==> config.mk <==
export PLATFORM = sky130hd
export DESIGN_NAME = ysyx_22050854_regfile_np
export DESIGN_NICKNAME = d
export VERILOG_FILES = /design/src/rtl/ysyx_22050854_regfile_np.sv
export SDC_FILE = /design/constraint.sdc
export NUM_CORES = 2
export LEC_CHECK = 0
export ABC_AREA = 0
export CAP_MARGIN = 15
export CORE_ASPECT_RATIO = 0.8
export CORE_UTILIZATION = 45
export DETAILED_ROUTE_END_ITERATION = 8
export DONT_BUFFER_PORTS = 1
export HOLD_SLACK_MARGIN = 0.15
export SETUP_SLACK_MARGIN = 0.5
export SYNTH_ARGS = -nofsm -noshare
export SYNTH_HDL_FRONTEND = slang
export SYNTH_SLANG_ARGS = --single-unit
==> constraint.sdc <==
create_clock -name clk -period 16.82 [get_ports clk]
set_clock_uncertainty 0.1 [all_clocks]
set_input_delay 3.364 -clock clk [delete_from_list [all_inputs] [get_ports clk]]
set_output_delay 3.364 -clock clk [all_outputs]
set_load 0.02 [all_outputs]
==> src/rtl/ysyx_22050854_regfile_np.sv <==
// Multi-read-port integer register file with hardwired-zero x0, optional write bypass,
// an independent debug read port, and a sequenced post-reset clear signalled by init_done.

module ysyx_22050854_regfile_np_rd #(
  parameter int XLEN   = 64,
  parameter int AW     = 5,
  parameter int BYPASS = 1
) (
  input  logic            run,
  input  logic [AW-1:0]   raddr,
  input  logic            wen,
  input  logic [AW-1:0]   waddr,
  input  logic [XLEN-1:0] wdata,
  input  logic [XLEN-1:0] arr,
  output logic [XLEN-1:0] rdata
);
  always_comb begin
    rdata = arr;
    if (!run || raddr == '0)
      rdata = '0;
    else if (BYPASS != 0 && wen && waddr == raddr)
      rdata = wdata;
  end
endmodule

module ysyx_22050854_regfile_np #(
  parameter  int XLEN   = 64,
  parameter  int NREG   = 32,
  parameter  int NRD    = 2,
  parameter  int BYPASS = 1,
  localparam int AW     = $clog2(NREG)
) (
  input  logic                clk,
  input  logic                rst,
  input  logic                wen,
  input  logic [AW-1:0]       waddr,
  input  logic [XLEN-1:0]     wdata,
  input  logic [NRD*AW-1:0]   raddr,
  output logic [NRD*XLEN-1:0] rdata,
  input  logic [AW-1:0]       dbg_addr,
  output logic [XLEN-1:0]     dbg_rdata,
  output logic                init_done
);
  typedef enum logic {CLEAR = 1'b0, RUN = 1'b1} state_e;

  state_e            state_q, state_d;
  logic [AW-1:0]     cnt_q, cnt_d;
  logic              init_done_q, init_done_d;
  logic [XLEN-1:0]   regs_q [NREG];

  logic              we_d;
  logic [AW-1:0]     wa_d;
  logic [XLEN-1:0]   wd_d;

  logic [NRD-1:0][AW-1:0]   ra;
  logic [NRD-1:0][XLEN-1:0] rd;

  assign ra        = raddr;
  assign rdata     = rd;
  assign init_done = init_done_q;

  // The array has a single write port shared by the clear sequencer and writeback.
  always_comb begin
    state_d = state_q;
    cnt_d   = cnt_q;
    we_d    = 1'b0;
    wa_d    = cnt_q;
    wd_d    = '0;
    if (rst) begin
      state_d = CLEAR;
      cnt_d   = '0;
    end else if (state_q == CLEAR) begin
      we_d  = 1'b1;
      cnt_d = cnt_q + 1'b1;
      if (cnt_q == AW'(NREG - 1)) state_d = RUN;
    end else if (wen && waddr != '0) begin
      we_d = 1'b1;
      wa_d = waddr;
      wd_d = wdata;
    end
    init_done_d = (state_d == RUN);
  end

  always_ff @(posedge clk) begin
    if (rst) begin
      state_q     <= CLEAR;
      cnt_q       <= '0;
      init_done_q <= 1'b0;
    end else begin
      state_q     <= state_d;
      cnt_q       <= cnt_d;
      init_done_q <= init_done_d;
    end
  end

  always_ff @(posedge clk) begin
    if (we_d) regs_q[wa_d] <= wd_d;
  end

  for (genvar i = 0; i < NRD; i++) begin : g_rd
    ysyx_22050854_regfile_np_rd #(.XLEN(XLEN), .AW(AW), .BYPASS(BYPASS)) u_rd (
      .run   (state_q == RUN),
      .raddr (ra[i]),
      .wen   (wen),
      .waddr (waddr),
      .wdata (wdata),
      .arr   (regs_q[ra[i]]),
      .rdata (rd[i])
    );
  end

  // Debug tap shows committed state only, so it never sees the bypass.
  ysyx_22050854_regfile_np_rd #(.XLEN(XLEN), .AW(AW), .BYPASS(0)) u_dbg (
    .run   (state_q == RUN),
    .raddr (dbg_addr),
    .wen   (1'b0),
    .waddr (waddr),
    .wdata (wdata),
    .arr   (regs_q[dbg_addr]),
    .rdata (dbg_rdata)
  );
endmodule

# ---- Yosys cells after proc, flatten, opt, wreduce, memory -nomap -nowiden
# Memories as Yosys holds them, arrays and structs flattened.
# Cells that the tools add are included.
dict set report totals {
  reg_bits 6
  mem_bits_rw 2048
  inputBits 87
  out_inout_bits 193
  word_cells 36
  memories 1
}
# memory depth width rd rd_clocked_by_memory_dff wr line
set memory_table {}
lappend memory_table {regs_q 32 64 3 0 1 49} ;# logic [XLEN-1:0] regs_q [NREG];
dict set report op_classes {
  addsub 1
  eq_ne 3
  mux 18
  n_reduce_logical 11
}
# operator n
set op_table {}
lappend op_table {{$mux 64} 8}
lappend op_table {{$logic_not 5->1} 3}
lappend op_table {{$mux 5} 3}
lappend op_table {{$eq 5x5->1} 2}
lappend op_table {{$mux 1} 7}
lappend op_table {{$add 5x1->5 const B} 1}
lappend op_table {{$eq 5x5->1 const B} 1}
lappend op_table {{$reduce_bool 5->1} 1}
lappend op_table {{$logic_and 1x1->1} 3}
lappend op_table {{$logic_or 1x1->1} 3}
lappend op_table {{$logic_not 1->1} 1}

# ---- Longest topological paths before layout
dict set report depth {
  ltp_word 7
  mapped_depth 10
  depth_no_buf 5
}

# ---- Cells and area by module
# A second synthesis with hierarchy kept.
dict set report unflattened {
  cells_unflattened 7647
  area_unflattened_um2 114368.4
}
# mod instances cells_per_inst area_per_inst_um2 seq_area_each_um2
set by_module_without_submodules {}
lappend by_module_without_submodules {ysyx_22050854_regfile_np 1 7024 111101.6 61619.1}
lappend by_module_without_submodules {{ysyx_22050854_regfile_np_rd at g_rd[0].u_rd ...} 2 237 1275.0 0.0}
lappend by_module_without_submodules {{ysyx_22050854_regfile_np_rd at u_dbg} 1 149 716.9 0.0}

# ---- Worst setup path before layout
# No wires, ideal clock.
dict set report synth_timing {
  path_type {input -> output}
  start {in raddr[1]}
  end {out rdata[56]}
  t_arrival_ps 5362
  t_required_ps 13356
  slack_ps 7994
  path_stages 8
  n_path_buf 3
  cell_sequence {buf_2 clkbuf_1 clkbuf_1 mux4_2 mux4_2 or2_1 a21oi_1 nor3_1}
}
dict set report synth_between {
  elab_chain_cells 4
  elab_cells_between_ends 7
  cone_classes {1 x eq/ne; 2 x mux; 3 x reduce/logical; 1 x memory}
}
# item line
set synth_lines {}
lappend synth_lines {{from (decl)} 38} ;# input logic [NRD*AW-1:0] raddr,
lappend synth_lines {{parallel branches: the longest is 3 deep, another holds $mem_v2 32x64} n/a}
lappend synth_lines {{$mux 64 (*)} 19} ;# if (!run || raddr == '0)
lappend synth_lines {{to (decl)} 39} ;# output logic [NRD*XLEN-1:0] rdata,
# Mark *: on every way between the ends.

# ---- Worst setup path in the final report
dict set report layout_timing {
  start {in raddr[0]}
  end {out rdata[4]}
}
# Same word-level chain as after synthesis.

==> impl_metrics.yaml <==
global_route:
  grt_max_degree: 515
  grt_usage_pct: 30.4
  grt_pass1_wl_um: 531000
  antenna_found_initial: 16
  grt_pass1_vias: 66200
  grt-ovfl-total: 0
route:
  ant_nets: 0
  wl_per_cell_um: 42.5
  wirelength_um: 383000
  drc: 0
  first_iter_violations: 11100
  avgViaCountPerCell: 7.44
  first_pass_iters: 5
  vias: 67100
cts:
  path_clk_slew_ns: 0.06
  cts_hold_buf: 0
  cts-root-buf: "clkbuf_16"
  cts_buffer_depth: 4
  clkSinkCount: 2054
  cts_inserted_buffers: 222
  worstSkewPairLatency_ns: 0.89
  post_cts_buffers: 0
  cts_tree: "built"
  htree_levels: 4
  cts_resized: 0
synth:
  ys_ff_latch: 2054
  async_reset_ff_share_pct: 0
  synth_warnings: 0
  ys_dominant_reg_cell: "edfxtp_1"
  synth_edf_count: 2048
  synthCells: 5792
  yosysSeqAreaShare_pct: 55.0
  syn_area_per_cell_um2: 19.3
  synth.distinct_cells: 45
  syn_nets: 5881
  syn-cell-area_um2: 112000
setup_path:
  crit_path_start: "raddr[0]"
  r2r_slack_ns: 9.38
  crit_fanout: 134
  endpoint: "rdata[4]"
  startpoint_type: "primary input"
  r2r-end: "regs_q[16][58]$_DFFE_PP_"
  cp.arrival_ns: 7.82
  cp-end-kind: "output pin"
  reg2reg_depth: 9
  worstSetupPathType: "primary input to output pin"
  cp.required_ns: 13.36
  rr_startpoint: "init_done$_SDFF_PP0_"
outcome:
  status: "complete, but fails checks"
  violations: "slew limit"
die:
  die_width_um: 560
  start_util_pct: 45.3
  dieArea_um2: 251000
  coreArea_um2: 247000
  die_y_um: 448
  rows: 163
  io_pins: 280
timing:
  finalSetupTns_ns: 0
  finalSetupViolCount: 0
  rsz0062_at_grt: "no"
  finalCritPeriodShare_pct: 67.1
  hold_viol_final: 0
  whs_ns: 0.473
  worstMarginPinSlew_ns: 2.44
  slew_headroom_pct: -62.5
  clock.fmax_ghz: 0.0886
  timing.final.crit_period_ns: 11.29
  drv_slew: 480
final_layout:
  finalInstanceArea_um2: 122000
  nets: 5639
  area_growth_pct: 8.88
  drive_gt1_share_pct: 39.5
power:
  p_per_area_nw_per_um2: 93.6
  ir_drop_v: 0.0000963
  leakagePower_nw: 34.1
min_path:
  min_path_type: "register to register"
  min_path_cells: 2
place:
  gp_congestion: 0.799
  numPortBuffers: 0
  post_dp_cell_area_um2: 115000
  hpwl_um: 193000
job:
  drv_cap: 0
worst min-delay path by stage:
stage	from	endpoint
floorplan	cnt_q[1]$_SDFFE_PP0N_	cnt_q[1]$_SDFFE_PP0N_
global placement	cnt_q[1]$_SDFFE_PP0N_	cnt_q[1]$_SDFFE_PP0N_
detailed placement	cnt_q[1]$_SDFFE_PP0N_	cnt_q[1]$_SDFFE_PP0N_
CTS	cnt_q[1]$_SDFFE_PP0N_	cnt_q[1]$_SDFFE_PP0N_
global route	cnt_q[1]$_SDFFE_PP0N_	cnt_q[1]$_SDFFE_PP0N_
finish	cnt_q[1]$_SDFFE_PP0N_	cnt_q[1]$_SDFFE_PP0N_
power by group:
part | internal, mW | switching [mW]
Clock | 2.91 | 2.11
Combinational | 0.465 | 0.334
Sequential | 5.59 | 0.0212
Total | 8.96 | 2.47
Yosys cell counts, types with 10 or more instances:
master    number  area [um^2]
nand2_1       17         63.8
edfxtp_1    2048        61500
buf_1         66          248
nand3_1      171          856
buf_2        158          791
or2_1        109          682
mux2_2        54          608
a22oi_1      250         1880
xor2_1        10         87.6
mux2i_1       56          561
mux4_2      1740        39200
buf_6         24          270
clkbuf_1     258          968
and2_1        66          413
or2_0         15         93.8
buf_4         64          480
nor2_1       216          811
nor3_1       125          626
o22ai_1       22          138
a21oi_1      178          891
inv_1         38          143
o21ai_1       43          215
cells by family after synthesis:
family,share of synthesized area (%)
DFF,55.0
muxes,36.0
and+or+nand+nor,3.36
buffers and inverters,2.59
AOI/OAI and AO/OA,2.93
xor gates and xnor gates,0.102
adders and majority gates,0.0223
flip-flops by register name (all words and copies together) (netlist names):
signal,count
regs_q,2048
init_done,1
cnt_q,5
critical path: stages:
cell and delay (ns):
buf_16 0.40, buf_16 0.87, buf_16 0.71, mux4_2 0.61, mux4_2 0.46, or2_1 0.24
a21oi_1 0.56, nor3_1 0.27
metrics by stage:
stage               worst slack (ns)  total power [mW]  utilization [%]  cells
finish                          5.53              11.4             49.4   9021
global route                    5.27              11.7             49.4   9018
CTS                             6.52              11.4             49.3   9008
detailed placement              6.53              6.45             46.3   8616
global placement                6.50              6.45             46.3   8616
floorplan                       7.99              6.46                -   5792
routing by layer:
layer,vias up,part of all wire [%],global-route usage (%)
met5,-,0.018,0.0758
met2,4919,47,47.2
li1,25100,-,-
met1,36300,37,41.9
met4,10,4.2,11.8
met3,766,12,7.08
cell type report:
| type | count | area [um^2] |
|---|---|---|
| timing repair buffer | 104 | 976 |
| clock buffer | 267 | 5830 |
| multi-input combinational | 3130 | 47900 |
| fill | 19700 | 125000 |
| antenna | 3 | 7.51 |
| inverter | 38 | 143 |
| clock inverter | 125 | 1420 |
| tap | 3300 | 4130 |
| sequential | 2054 | 61600 |
cells in the final DEF (no fill, tap or decap), types with 8 or more instances in the layout:
cell type  Yosys  layout
edfxtp_1    2048    2048
mux4_2      1740    1740
a22oi_1      250     250
clkbuf_16      0     227
nor2_1       216     184
a21oi_1      178     178
nand3_1      171     169
nor3_1       125     125
or2_1        109     109
buf_4         64      94
and2_1        66      64
mux2i_1       56      56
mux2_2        54      54
clkinv_1       0      46
o21ai_1       43      43
inv_1         38      38
clkbuf_1     258      38
nor2_4         0      32
clkinv_2       0      32
bufinv_16      0      30
o22ai_1       22      22
nand2_1       17      16
or2_0         15      15
xor2_1        10      10
buf_16         0       8
Power figures use the tool's default switching activity.
